## src/rtl/bf_pkg.sv

```systemverilog
// Shared constants and state encoding for the Bellman-Ford engine and its
// Output Memory result streamer.
package bf_pkg;

  localparam int ADDR_W = 13;
  localparam int DATA_W = 16;
  localparam int CNT_W  = ADDR_W + 1;

  localparam logic [DATA_W-1:0] INF_CODE  = 16'hFFFF;
  localparam logic [CNT_W-1:0]  MAX_COUNT = {1'b1, {ADDR_W{1'b0}}};

  typedef enum logic [1:0] {
    IDLE,
    LOAD,
    SEND,
    DONE
  } state_t;

  // Memory holds at most 2^ADDR_W entries, so larger requests are capped.
  function automatic logic [CNT_W-1:0] clamp_count(input logic [CNT_W-1:0] c);
    return (c > MAX_COUNT) ? MAX_COUNT : c;
  endfunction

endpackage

```

## src/rtl/bf_word_decode.sv

```systemverilog
// Maps a raw Output Memory distance word onto the streamed data/inf pair.
module bf_word_decode
  import bf_pkg::*;
(
  input  logic [DATA_W-1:0] word,
  output logic [DATA_W-1:0] data,
  output logic              inf
);

  assign inf  = (word == INF_CODE);
  assign data = inf ? '0 : word;

endmodule

```

## src/rtl/bf_result_streamer.sv

```systemverilog
// Walks the Output Memory after the engine finishes and streams one distance
// per valid/ready beat, or a single marker beat when a negative cycle exists.
module bf_result_streamer
  import bf_pkg::*;
(
  input  logic              clock,
  input  logic              reset,
  input  logic              start,
  input  logic              neg_cycle,
  input  logic [ADDR_W:0]   count,
  output logic [ADDR_W-1:0] omar,
  input  logic [DATA_W-1:0] omdr,
  output logic              out_valid,
  input  logic              out_ready,
  output logic [DATA_W-1:0] out_data,
  output logic [ADDR_W-1:0] out_index,
  output logic              out_inf,
  output logic              out_neg,
  output logic              out_last,
  output logic              done
);

  state_t            state;
  state_t            next_state;
  logic              armed;
  logic [ADDR_W:0]   cnt_r;
  logic [ADDR_W:0]   cnt_m1;
  logic [ADDR_W-1:0] last_idx;
  logic [ADDR_W-1:0] idx_next;
  logic              handshake;
  logic [DATA_W-1:0] dec_data;
  logic              dec_inf;

  assign cnt_m1    = cnt_r - {{ADDR_W{1'b0}}, 1'b1};
  assign last_idx  = cnt_m1[ADDR_W-1:0];
  assign idx_next  = out_index + ADDR_W'(1);
  assign handshake = out_valid && out_ready;

  bf_word_decode u_decode (
    .word (omdr),
    .data (dec_data),
    .inf  (dec_inf)
  );

  always_ff @(posedge clock or posedge reset) begin
    if (reset) begin
      state <= IDLE;
    end else begin
      state <= next_state;
    end
  end

  // The read address runs one entry ahead of the beat on display so the next
  // word is already on omdr when the sink accepts; it stops at the last entry.
  always_comb begin
    next_state = state;
    omar       = '0;
    done       = 1'b0;
    case (state)
      IDLE: begin
        if (start && armed) begin
          if (neg_cycle) begin
            next_state = SEND;
          end else if (count == '0) begin
            next_state = DONE;
          end else begin
            next_state = LOAD;
          end
        end
      end
      LOAD: begin
        next_state = SEND;
      end
      SEND: begin
        if (!out_neg) begin
          omar = out_last ? out_index : idx_next;
        end
        if (handshake && out_last) begin
          next_state = DONE;
        end
      end
      DONE: begin
        done = 1'b1;
        if (!start) begin
          next_state = IDLE;
        end
      end
      default: begin
        next_state = IDLE;
      end
    endcase
  end

  // armed blocks a start that is still held high from the previous stream.
  always_ff @(posedge clock or posedge reset) begin
    if (reset) begin
      armed     <= 1'b1;
      cnt_r     <= '0;
      out_valid <= 1'b0;
      out_data  <= '0;
      out_index <= '0;
      out_inf   <= 1'b0;
      out_neg   <= 1'b0;
      out_last  <= 1'b0;
    end else begin
      case (state)
        IDLE: begin
          if (!start) begin
            armed <= 1'b1;
          end else if (armed) begin
            out_index <= '0;
            out_data  <= '0;
            out_inf   <= 1'b0;
            if (neg_cycle) begin
              out_valid <= 1'b1;
              out_neg   <= 1'b1;
              out_last  <= 1'b1;
            end else begin
              out_neg  <= 1'b0;
              out_last <= 1'b0;
              cnt_r    <= clamp_count(count);
            end
          end
        end
        LOAD: begin
          out_valid <= 1'b1;
          out_data  <= dec_data;
          out_inf   <= dec_inf;
          out_index <= '0;
          out_last  <= (last_idx == '0);
        end
        SEND: begin
          if (handshake) begin
            if (out_last) begin
              out_valid <= 1'b0;
            end else begin
              out_index <= idx_next;
              out_data  <= dec_data;
              out_inf   <= dec_inf;
              out_last  <= (idx_next == last_idx);
            end
          end
        end
        DONE: begin
          armed <= !start;
        end
        default: begin
          armed <= 1'b1;
        end
      endcase
    end
  end

endmodule

```

## config.mk

```make
export PLATFORM = sky130hd
export DESIGN_NAME = bf_result_streamer
export DESIGN_NICKNAME = d
export VERILOG_FILES = /design/src/rtl/bf_pkg.sv /design/src/rtl/bf_word_decode.sv /design/src/rtl/bf_result_streamer.sv
export SDC_FILE = /design/constraint.sdc
export NUM_CORES = 1
export LEC_CHECK = 0
export BUFFER_PORTS_ARGS = -buffer_cell sky130_fd_sc_hd__buf_4
export CAP_MARGIN = 20
export CORE_MARGIN = 8
export CORE_UTILIZATION = 35
export CTS_BUF_LIST = sky130_fd_sc_hd__clkbuf_2 sky130_fd_sc_hd__clkbuf_4 sky130_fd_sc_hd__clkbuf_8
export CTS_CLUSTER_DIAMETER = 120
export DETAILED_ROUTE_END_ITERATION = 7
export MAX_ROUTING_LAYER = met4
export PLACE_DENSITY = 0.56
export SYNTH_ARGS = -nofsm -noshare
export SYNTH_HDL_FRONTEND = slang
export SYNTH_SLANG_ARGS = --single-unit
```

## constraint.sdc

```tcl
create_clock -name clock -period 7.4 [get_ports clock]
set_input_delay 1.48 -clock clock [delete_from_list [all_inputs] [get_ports clock]]
set_output_delay 1.48 -clock clock [all_outputs]
set_load 0.05 [all_outputs]
```

---- After elaboration in Yosys (flattened, before gate mapping) ----
Index checks and enable logic that the tools add are counted.
W data, S select, Z words.
word-level totals
  register bits ........................... 49
  input port bits ......................... 35
cells by class
  $add $sub $neg .......................... 2
  magnitude comparators ................... 1
  equality and inequality tests ........... 15
  muxes and demuxes ....................... 40
  bitwise operators ....................... 1
  reduce and logical (&&, ||, !) cells .... 16
operators with widths
  cell                     count
  $mux W13                 7
  $mux W16                 5
  $pmux W16 S3             1
  $pmux W13 S3             1
  $ne A2 B2 Y1 const B     10
  $eq A16 B16 Y1 const B   1
  $mux W1                  16
  $gt A14 B14 Y1 const B   1
  $logic_not A14 Y1        1
  $add A13 B1 Y13 const B  1
  $eq A13 B13 Y1           1
  $logic_not A13 Y1        1
  $sub A13 B1 Y13 const B  1
  $mux W2                  5
  $pmux W1 S3              3
  $pmux W2 S4              1
  $reduce_and A4 Y1        2
  $reduce_and A3 Y1        2
  $reduce_and A6 Y1        1
  $reduce_and A5 Y1        1
  $eq A2 B2 Y1 const B     2
  $logic_and A1 B1 Y1      3
  $reduce_bool A3 Y1       1
  $eq A2 B1 Y1 const B     1
  6 further kinds          6

---- Longest topological paths before layout ----
Gate-level depths: netlist of the first run.
  word-level depth ........................ 5
  depth in mapped cells ................... 10

---- Modules after synthesis ----
From an unflattened synthesis of the first run, not the netlist that was laid out.
second synthesis, totals
  cell total of the unflattened synthesis .. 410
  area, all modules ....................... 3607.2 um2
by module, submodules not included
  module              times used  cells an instance  area an instance (um2)
  bf_result_streamer  1           365                3184.3
  bf_word_decode      1           45                 422.9

---- Least setup slack after synthesis of the first run ----
No wires, ideal clock.
  kind .................................... flip-flop to output port
  start point ............................. register out_index[5]
  end point ............................... output omar[11]
  data arrival time ....................... 2702 ps
  required time ........................... 5920 ps
  path slack .............................. 3218 ps
  stages on the path, launching flop included .. 7
  path buffers ............................ 1
  path through ............................ dfrtp_1 > clkbuf_1 > nand4_1 > nor2_1 > nand3_1 > or3_1 > a21oi_1
between the ends
  cells in the longest elaborated chain, start to end .. 4
RTL lines
  element                   line                       RTL
  start: declaration        bf_result_streamer.sv:16   output logic [ADDR_W-1:0] out_index,
  start signal: assignment  bf_result_streamer.sv:137  out_index <= idx_next;
  $add A13 B1 Y13           bf_result_streamer.sv:36   assign idx_next = out_index + ADDR_W'(1);
  $mux W13                  n/a
  $mux W13                  bf_result_streamer.sv:75   if (!out_neg) begin
  $mux W13                  bf_result_streamer.sv:59   case (state)
  end: declaration          bf_result_streamer.sv:11   output logic [ADDR_W-1:0] omar,
Every way passes these cells.

---- Worst setup path after layout of the first run ----
  start point ............................. register out_index[4]
  end point ............................... output omar[11]
The elaborated chain is that of the path after synthesis.

==> run_results.csv, run 1 <==
group,metric,value,unit
cells_and_area,nFillCells,895,
timing,tightest_slew,899,ps
clocking,cts_sinks,49,
pwr,p_int,0.000353,W
global_routing,overflow,0,
global_routing,grt_max_degree,50,
die,die_y,112,um
min_path,hp-class,"flop to flop",
clocking,postCtsSetupRepairBufs,0,
timing,setup_tns,0,ps
clocking,root_buffer,"clkbuf_8",
place,gp_congestion,0.831,
logic_synthesis,synth_nets,390,
pwr,p_sw_share,25.0,%
place,portBuffers,81,
place,hpwl,6.76,mm
clocking,post_cts_resized,0,
clocking,cts_buffer_depth,2,
cells_and_area,drive_gt1_share,26.2,%
pwr,switching_power,0.000118,W
logic_synthesis,yosysUniqueCellTypes,55,
cells_and_area,area_growth,23.7,%
logic_synthesis,async_flop_share,100,%
critical_path,endpoint_kind,"primary output",
die,core,9060,um^2
timing,final-setup-viol-count,0,
drt,drt-wirelength-per-cell,17.0,um
timing,hold_viol_final,0,
pwr,p_comb_share,6.3,%
critical_path,worstSetupPathType,"flop to primary output",
clocking,numCtsBuffers,5,
logic_synthesis,yosysSeqAreaShare,38.2,%
logic_synthesis,ys_ff_latch,49,
logic_synthesis,syn_area_per_cell,9.23,um^2
drt,drc,0,
pwr,p_per_area,119,nW/um^2
timing,period_needed,3960,ps
timing,relSlewSlack,39.8,%
drt,vias_per_cell,5.38,
timing,fin_skew,15.2,ps
clocking,cts_max_level,2,
pwr,p_clk_share,36.4,%
critical_path,crit_path_max_fanout,13,
cells_and_area,fin_nets,454,
die,fp.dieW,112,um
timing,maxSlewViolCount,0,
drt,num_vias,2821,
drt,ant_nets,0,
cells_and_area,final_util,43.8,%
die,num_rows,35,
logic_synthesis,synth_enable_flop_cells,0,
logic_synthesis,ys.flop_type,"dfrtp_1",
clocking,ctsHoldBuffers,0,
logic_synthesis,yosysWarnings,0,
clocking,clock_latency,310,ps
clocking,cts_tree,"done",
timing,max_freq,0.252,GHz
die,dieArea,12500,um^2
timing,holdWs,482,ps
cells_and_area,diodes,0,
pwr,p_seq_share,57.3,%
timing,min_period_over_period,53.5,%
critical_path,cp-start-kind,"flop",
logic_synthesis,yosys.area.top_type_share,37.4,%
outcome,status,"finished, final reports clean",
drt,routed_wl,8.88,mm
logic_synthesis,synth_common_cells,"dfrtp_1, a22o_1, xnor2_1",
logic_synthesis,synth.most_common_cell,"dfrtp_1",
global_routing,antenna_found_initial,0,
global_routing,grt_usage,14.6,%
run,cap_violations,0,
pwr,leakage,1.86,nW
drt,drt_iter0_drc,104,
logic_synthesis,syn_inst,348,
clocking,path_clk_slew,100,ps
logic_synthesis,netlist.top_cell.by_area,"dfrtp_1",
timing,rsz0062_at_grt,"false",
global_routing,grt_pass1_wl,14.8,mm
critical_path,crit_arrival,2480,ps
drt,drt-pass1-iter-count,4,
critical_path,cp.required,5920,ps
die,start_util,35.4,%
logic_synthesis,ys_top_cells_by_area,"dfrtp_1, a22o_1, xnor2_1, o21ai_0, nor2_1",
die,num_io_pins,82,
pwr,peakVddDrop,0.0751,mV
logic_synthesis,synthesis.area,3210,um^2
global_routing,grt_pass1_vias,2842,
[through the flow]
step	area (um^2)	cells	total power [W]	setup WS, ps
3_3_place_gp	3860	515	0.000304	3770
5_1_grt	3970	524	0.000491	3200
4_1_cts	3950	523	0.000477	3440
6_report	3970	524	0.000471	3440
2_1_floorplan	3210	348	0.000283	3220
3_5_place_dp	3860	515	0.000304	3700
[worst paths after layout]
check,start,endpoint,slack [ps],depth (start not counted)
min reg2reg,armed,armed,480,2
max in group asynchronous,reset,out_last,5740,3
max reg2reg,state[0],out_data[2],4460,8
max,out_index[4],omar[11],3440,6
min in group asynchronous,reset,out_neg,1150,2
min,armed,armed,480,2
[state kept, by name, summed over array words and instances, names as in the netlist]
| signal | count |
|---|---|
| out_last | 1 |
| out_index | 13 |
| out_valid | 1 |
| state | 2 |
| out_data | 16 |
| out_inf | 1 |
| cnt_r | 13 |
| armed | 1 |
| out_neg | 1 |
[metal layers]
layer	track usage, %	vias to the layer above	wire (um)
met2	23.0	55	4320
li1	-	1402	-
met3	2.71	2	339
met5	-	-	0
met1	19.4	1362	4190
met4	2.73	0	36
[power groups by stage]
stage               Clock [W]  Sequential (W)  Combinational (W)
finish               0.000171        0.000270          0.0000296
global route         0.000189        0.000270          0.0000327
floorplan                   0        0.000274         0.00000897
CTS                  0.000178        0.000270          0.0000291
global placement            0        0.000275          0.0000291
detailed placement          0        0.000275          0.0000291
[layout make-up]
| type | instances | area, um^2 | share of cell area (%) |
|---|---|---|---|
| Inverter | 13 | 48.8 | 1.23 |
| Tap cell | 111 | 139 | 3.50 |
| Timing Repair Buffer | 83 | 636 | 16.0 |
| Clock buffer | 5 | 68.8 | 1.73 |
| Clock inverter | 3 | 26.3 | 0.662 |
| Sequential cell | 49 | 1230 | 30.9 |
| Multi-Input combinational cell | 260 | 1830 | 46.0 |
[cells by family (layout without fill, tap and decap cells)]
family / after synthesis / count (layout) / share of synthesized area, %
AOI/OAI and AO/OA: 95 / 95 / 20.9
xor gates and xnor gates: 37 / 37 / 11.2
adders and majority gates: 7 / 7 / 2.73
buffers and inverters: 39 / 104 / 5.03
DFF: 49 / 49 / 38.2
muxes: 4 / 4 / 1.32
and+or+nand+nor: 117 / 117 / 20.7
[critical path: stages (launching register included)]
cell,delay (ps)
dfrtp_1,640
nand4_1,330
nor2_1,240
nand3_1,210
or3_1,350
a21oi_1,170
buf_4,230
[layout by cell type, fill, tap and decap left out, types with 6 or more instances in the layout]
cell	n
a21oi_1	14
nor2_1	24
nor4_1	6
dfrtp_1	48
a22o_1	30
nand4_1	9
o21ai_0	23
buf_4	82
xor2_1	7
inv_1	12
nand2_1	20
nor3_1	10
xnor2_1	27
nand3_1	11
ha_1	7
Note: power is estimated with default switching activity, not from simulation.
==> run 2: changes to the inputs <==
clock period = 4.08 ns   (was 7.4 ns; I/O delays follow)
==> run 2 against run 1 <==
Net effect: core utilization rose by 0.55 points; largest cell class unchanged; sequential share of layout area fell by 0.38 points; worst setup slack got worse by 2500 ps; worst hold slack improved by 3.6 ps; clock skew fell by 6.1 ps; routed wire length rose by 0.71%; sequential power rose by 81%; via count rose by 0.35%; first-iteration DRC count rose by 18%.
==> run_results.csv, run 2 (synthesis results as in run 1) <==
group,metric,value,unit
die,start_util,35.4,%
cells_and_area,postLayoutCellArea,4020,um^2
critical_path,worst_path_max_delay_cell,"dfrtp_1",
run,cap_violations,0,
pwr,p_per_area,239,nW/um^2
cells_and_area,layout_common_cells,"buf_4, dfrtp_1, a22o_1",
timing,final-setup-viol-count,0,
clocking,cts_buffer_depth,2,
min_path,hp-class,"input pin to async pin",
timing,final.setup.worst_slack,890,ps
cells_and_area,largest_reg_flops,16,
drt,drc,0,
drt,drt-wirelength-per-cell,17.0,um
cells_and_area,nFillCells,899,
global_routing,grt_pass1_wl,15.0,mm
outcome,status,"finished, final reports clean",
critical_path,slowest_delay,610,ps
drt,ant_nets,0,
die,die_y,112,um
cells_and_area,diodes,0,
place,portBuffers,81,
clocking,cts_max_level,2,
pwr,leakage,1.89,nW
drt,routed_wl,8.95,mm
critical_path,cp_top_family,"simple AND/OR/NAND/NOR gates",
timing,maxSlewViolCount,0,
cells_and_area,fin_nets,455,
timing,relSlewSlack,40.2,%
cells_and_area,drive_gt1_share,26.3,%
clocking,numCtsBuffers,5,
place,dpl_cell_area,3860,um^2
global_routing,grt_use_met2,22.7,%
timing,fin_skew,9.14,ps
critical_path,critical_path.cell_chain,"nand4_1, nor2_1, nand3_1, or3_1, a21oi_1, buf_4",
cells_and_area,area_growth,25.3,%
global_routing,overflow,0,
timing,period_needed,3190,ps
global_routing,grt_usage,15.0,%
timing,hold_viol_final,0,
die,num_io_pins,82,
place,hpwl,6.80,mm
place,gp_congestion,0.814,
clocking,cts_tree,"done",
global_routing,antenna_found_initial,0,
clocking,ctsHoldBuffers,0,
cells_and_area,final_common_cell,"buf_4",
die,dieArea,12500,um^2
drt,drt_iter0_drc,123,
die,num_rows,35,
critical_path,crit_arrival,2370,ps
place,place_ws,1170,ps
global_routing,grt_pass1_vias,2867,
clocking,root_buffer,"clkbuf_8",
timing,rsz0062_at_grt,"false",
critical_path,crit_path_max_fanout,13,
critical_path,cp_num_buf_inv,1,
drt,drt-pass1-iter-count,5,
timing,tightest_slew,897,ps
clocking,path_clk_slew,100,ps
clocking,post_cts_resized,0,
cells_and_area,top_register,"out_data",
critical_path,endpoint_kind,"primary output",
drt,num_vias,2831,
die,core,9060,um^2
timing,max_freq,0.313,GHz
global_routing,grt_max_degree,50,
pwr,total_power,0.000962,W
pwr,peakVddDrop,0.138,mV
die,fp.dieW,112,um
global_routing,met3_usage,3.14,%
timing,setup_tns,0,ps
critical_path,cp.required,3260,ps
clocking,cts_sinks,49,
global_routing,grt.busiest_layer,"met2",
critical_path,cp-start-kind,"flop",
clocking,clock_latency,310,ps
cells_and_area,top_regs,"out_data: 16 flops, cnt_r: 13 flops, out_index: 13 flops",
drt,vias_per_cell,5.39,
global_routing,met1_usage,20.0,%
critical_path,worstSetupPathType,"flop to primary output",
clocking,postCtsSetupRepairBufs,0,
timing,min_period_over_period,78.2,%
-- run 2: cell count changes in the layout (fill, tap and decap cells not counted), sizes merged --
cell	before	now
buf	83	84
bufinv	0	2
inv	16	14
-- run 2: final timing paths --
check / start / endpoint / slack (ps) / depth (start not counted)
setup / recovery: out_index[4] / omar[11] / 890 / 6
hold / removal: reset / out_neg / 490 / 2
setup reg to reg: state[0] / out_data[15] / 1240 / 9
hold reg to reg: armed / armed / 490 / 2
max in group asynchronous: reset / armed / 3030 / 3
min in group clock: armed / armed / 490 / 2
-- run 2: worst register-to-register path: cells and delay by family, from the launching register on --
family,cells,cell delay [ps]
AOI/OAI and AO/OA,4,980
adders and majority gates,1,310
buffers and inverters,3,590
DFF,1,410
and+or+nand+nor,1,500
-- run 2: final cells by class --
cell class / instances / area (um^2) / share of cell area, %
repair buffers: 84 / 643 / 16.0
flip-flops and latches: 49 / 1230 / 30.5
clock buffers: 5 / 68.8 / 1.71
multi-input cells: 260 / 1830 / 45.4
clock inverters: 3 / 68.8 / 1.71
well taps: 111 / 139 / 3.45
inverters: 13 / 48.8 / 1.21
-- run 2: metal layers --
| layer | wire (um) | part of all wire (%) |
|---|---|---|
| met5 | 0 | 0 |
| met4 | 75 | 0.84 |
| met3 | 489 | 5.5 |
| met2 | 4200 | 47 |
| met1 | 4190 | 47 |
-- run 2: per-stage QoR --
step / util [%] / std cells / hold slack [ps]
finish: 44.4 / 525 / 486
global route: 44.4 / 525 / 513
CTS: 44.1 / 524 / 488
detailed placement: 42.6 / 516 / 474
global placement: 42.6 / 516 / 469
floorplan: - / 348 / 453
-- run 2: report_power, final --
part	leakage, nW	switching [W]	internal (W)
sequential	0.669	0.00000307	0.000486
combinational	1.15	0.0000269	0.0000267
clock	0.0687	0.000173	0.000247
==> run 3: changes to the inputs <==
PLACE_DENSITY = 0.58   (was 0.56)
clock period = 2.9 ns   (was 4.08 ns; I/O delays follow)
==> run 3 against run 2 <==
Net effect: power increased by 24%; cell area increased by 0.81%; core utilization is 0.36 points higher; global-route usage decreased by 0.14 points; non-clock buffer count increased by 9; clock power up 2%; critical endpoint unchanged; largest cell class unchanged.
==> run_results.csv, run 3 (synthesis results as in run 1) <==
group,metric,value,unit
drt,drt_iter0_drc,97,
global_routing,grt_usage,14.8,%
outcome,status,"finished, final reports clean",
global_routing,grt_use_met2,23.7,%
pwr,switching_power,0.000295,W
clocking,cts_tree,"done",
pwr,peakVddDrop,0.205,mV
place,gp_congestion,0.810,
critical_path,worstSetupPathType,"flop to primary output",
timing,rsz0062_at_grt,"false",
critical_path,endpoint_kind,"primary output",
critical_path,cp_top_family,"simple AND/OR/NAND/NOR gates",
die,num_io_pins,82,
pwr,p_clk_share,35.9,%
timing,hold_viol_final,0,
drt,num_vias,2873,
critical_path,worst_path_max_delay_cell,"dfrtp_1",
global_routing,overflow,0,
clocking,cts_sinks,49,
clocking,numCtsBuffers,5,
cells_and_area,nFillCells,907,
timing,min_period_over_period,93.7,%
critical_path,reg2reg_from,"out_index[1]",
cells_and_area,fin_nets,464,
critical_path,crit_start,"out_index[5]",
place,portBuffers,81,
critical_path,ff2ff_path_depth,7,
critical_path,crit_arrival,2140,ps
critical_path,cp.required,2320,ps
cells_and_area,largest_reg_flops,16,
die,fp.dieW,112,um
timing,max_freq,0.368,GHz
cells_and_area,diodes,0,
drt,ant_nets,0,
timing,relSlewSlack,52.7,%
clocking,root_buffer,"clkbuf_8",
cells_and_area,layout_common_cells,"buf_4, dfrtp_1, a22o_1",
clocking,cts_max_level,2,
min_path,hp-class,"input pin to async pin",
global_routing,met3_usage,2.65,%
drt,routed_wl,8.99,mm
pwr,p_seq_share,57.9,%
critical_path,r2r_setup_slack,400,ps
timing,final-setup-viol-count,0,
cells_and_area,drive_gt1_share,29.3,%
pwr,p_comb_share,6.2,%
place,hpwl,7.01,mm
die,core,9060,um^2
pwr,p_sw_share,24.8,%
critical_path,crit_end,"omar[11]",
clocking,postCtsSetupRepairBufs,0,
global_routing,grt_pass1_wl,14.8,mm
cells_and_area,final_common_cell,"buf_4",
die,start_util,35.4,%
global_routing,grt.busiest_layer,"met2",
critical_path,r2r-end,"out_last",
clocking,post_cts_resized,0,
drt,drc,0,
critical_path,worst-path-stages,6,
timing,tightest_slew,710,ps
cells_and_area,area_growth,26.3,%
die,num_rows,35,
critical_path,critical_path.cell_chain,"nand4_1, nor2_1, nand3_1, or3_1, a21oi_2, buf_4",
global_routing,grt_max_degree,34,
drt,drt-wirelength-per-cell,16.8,um
global_routing,met1_usage,19.0,%
die,die_y,112,um
critical_path,crit_path_max_fanout,11,
timing,maxSlewViolCount,0,
critical_path,cp-start-kind,"flop",
global_routing,grt_pass1_vias,2916,
timing,period_needed,2720,ps
global_routing,antenna_found_initial,0,
pwr,p_per_area,293,nW/um^2
die,dieArea,12500,um^2
clocking,ctsHoldBuffers,0,
timing,fin_skew,4.90,ps
place,dpl_cell_area,3950,um^2
clocking,clock_latency,300,ps
clocking,path_clk_slew,100,ps
critical_path,slowest_delay,610,ps
pwr,p_int,0.000894,W
clocking,cts_buffer_depth,2,
cells_and_area,postLayoutCellArea,4050,um^2
drt,drt-pass1-iter-count,4,
critical_path,cp_num_buf_inv,1,
drt,vias_per_cell,5.38,
run,cap_violations,0,
pwr,leakage,1.90,nW
cells_and_area,final_util,44.7,%
cells_and_area,top_register,"out_data",
cells_and_area,top_regs,"out_data: 16 flops, cnt_r: 13 flops, out_index: 13 flops",
-- run 3: changes by cell type in the layout (fill, tap and decap cells not counted), moves of 2 or more --
cell | previous run | this run
nor2_1 | 24 | 22
bufinv_16 | 2 | 0
nor2_2 | 0 | 2
buf_4 | 83 | 93
-- run 3: cell type report --
cell class | count | area (um^2) | share of cell area [%]
timing repair buffer | 93 | 698 | 17.2
clock buffer | 5 | 68.8 | 1.70
clock inverter | 3 | 25.0 | 0.617
multi-input combinational | 260 | 1850 | 45.5
sequential | 49 | 1230 | 30.3
tap | 111 | 139 | 3.43
inverter | 13 | 48.8 | 1.20
-- run 3: how the worst min path moves through the flow --
stage                      from           end  cells after the start
after floorplan           armed         armed                      2
after global placement    armed         armed                      2
after detailed placement  armed         armed                      2
after CTS                 reset      cnt_r[2]                      2
after global routing      reset     cnt_r[10]                      2
final                     reset  out_index[7]                      2
-- run 3: worst register-to-register path: stages (launching register included) --
cell     delay, ps
dfrtp_1        500
ha_1           280
nand3_2        260
nor3_1         400
xnor2_1        170
xnor2_1        140
or4b_1         480
o31ai_2        180
-- run 3: metrics by stage --
step           setup slack, ps  setup TNS [ps]  hold WS (ps)  instances  power (W)
5_1_grt                   27.6               0           272        534    0.00123
3_3_place_gp               335               0           462        526   0.000776
3_5_place_dp               262               0           470        526   0.000776
2_1_floorplan            -96.9           -96.9           453        348   0.000723
6_report                   184               0           254        534    0.00119
4_1_cts                   1.54               0           259        534    0.00120
-- run 3: layer usage --
layer | share of wire [%] | wire length [um]
met1 | 47 | 4230
met2 | 48 | 4310
met4 | 1.1 | 97
met5 | 0 | 0
met3 | 3.9 | 352
-- run 3: power by group through the flow --
stage / combinational [W] / sequential (W) / clock (W)
detailed placement: 0.0000751 / 0.000701 / 0
floorplan: 0.0000229 / 0.000700 / 0
global placement: 0.0000748 / 0.000701 / 0
finish: 0.0000736 / 0.000688 / 0.000427
global route: 0.0000805 / 0.000689 / 0.000465
CTS: 0.0000754 / 0.000688 / 0.000437
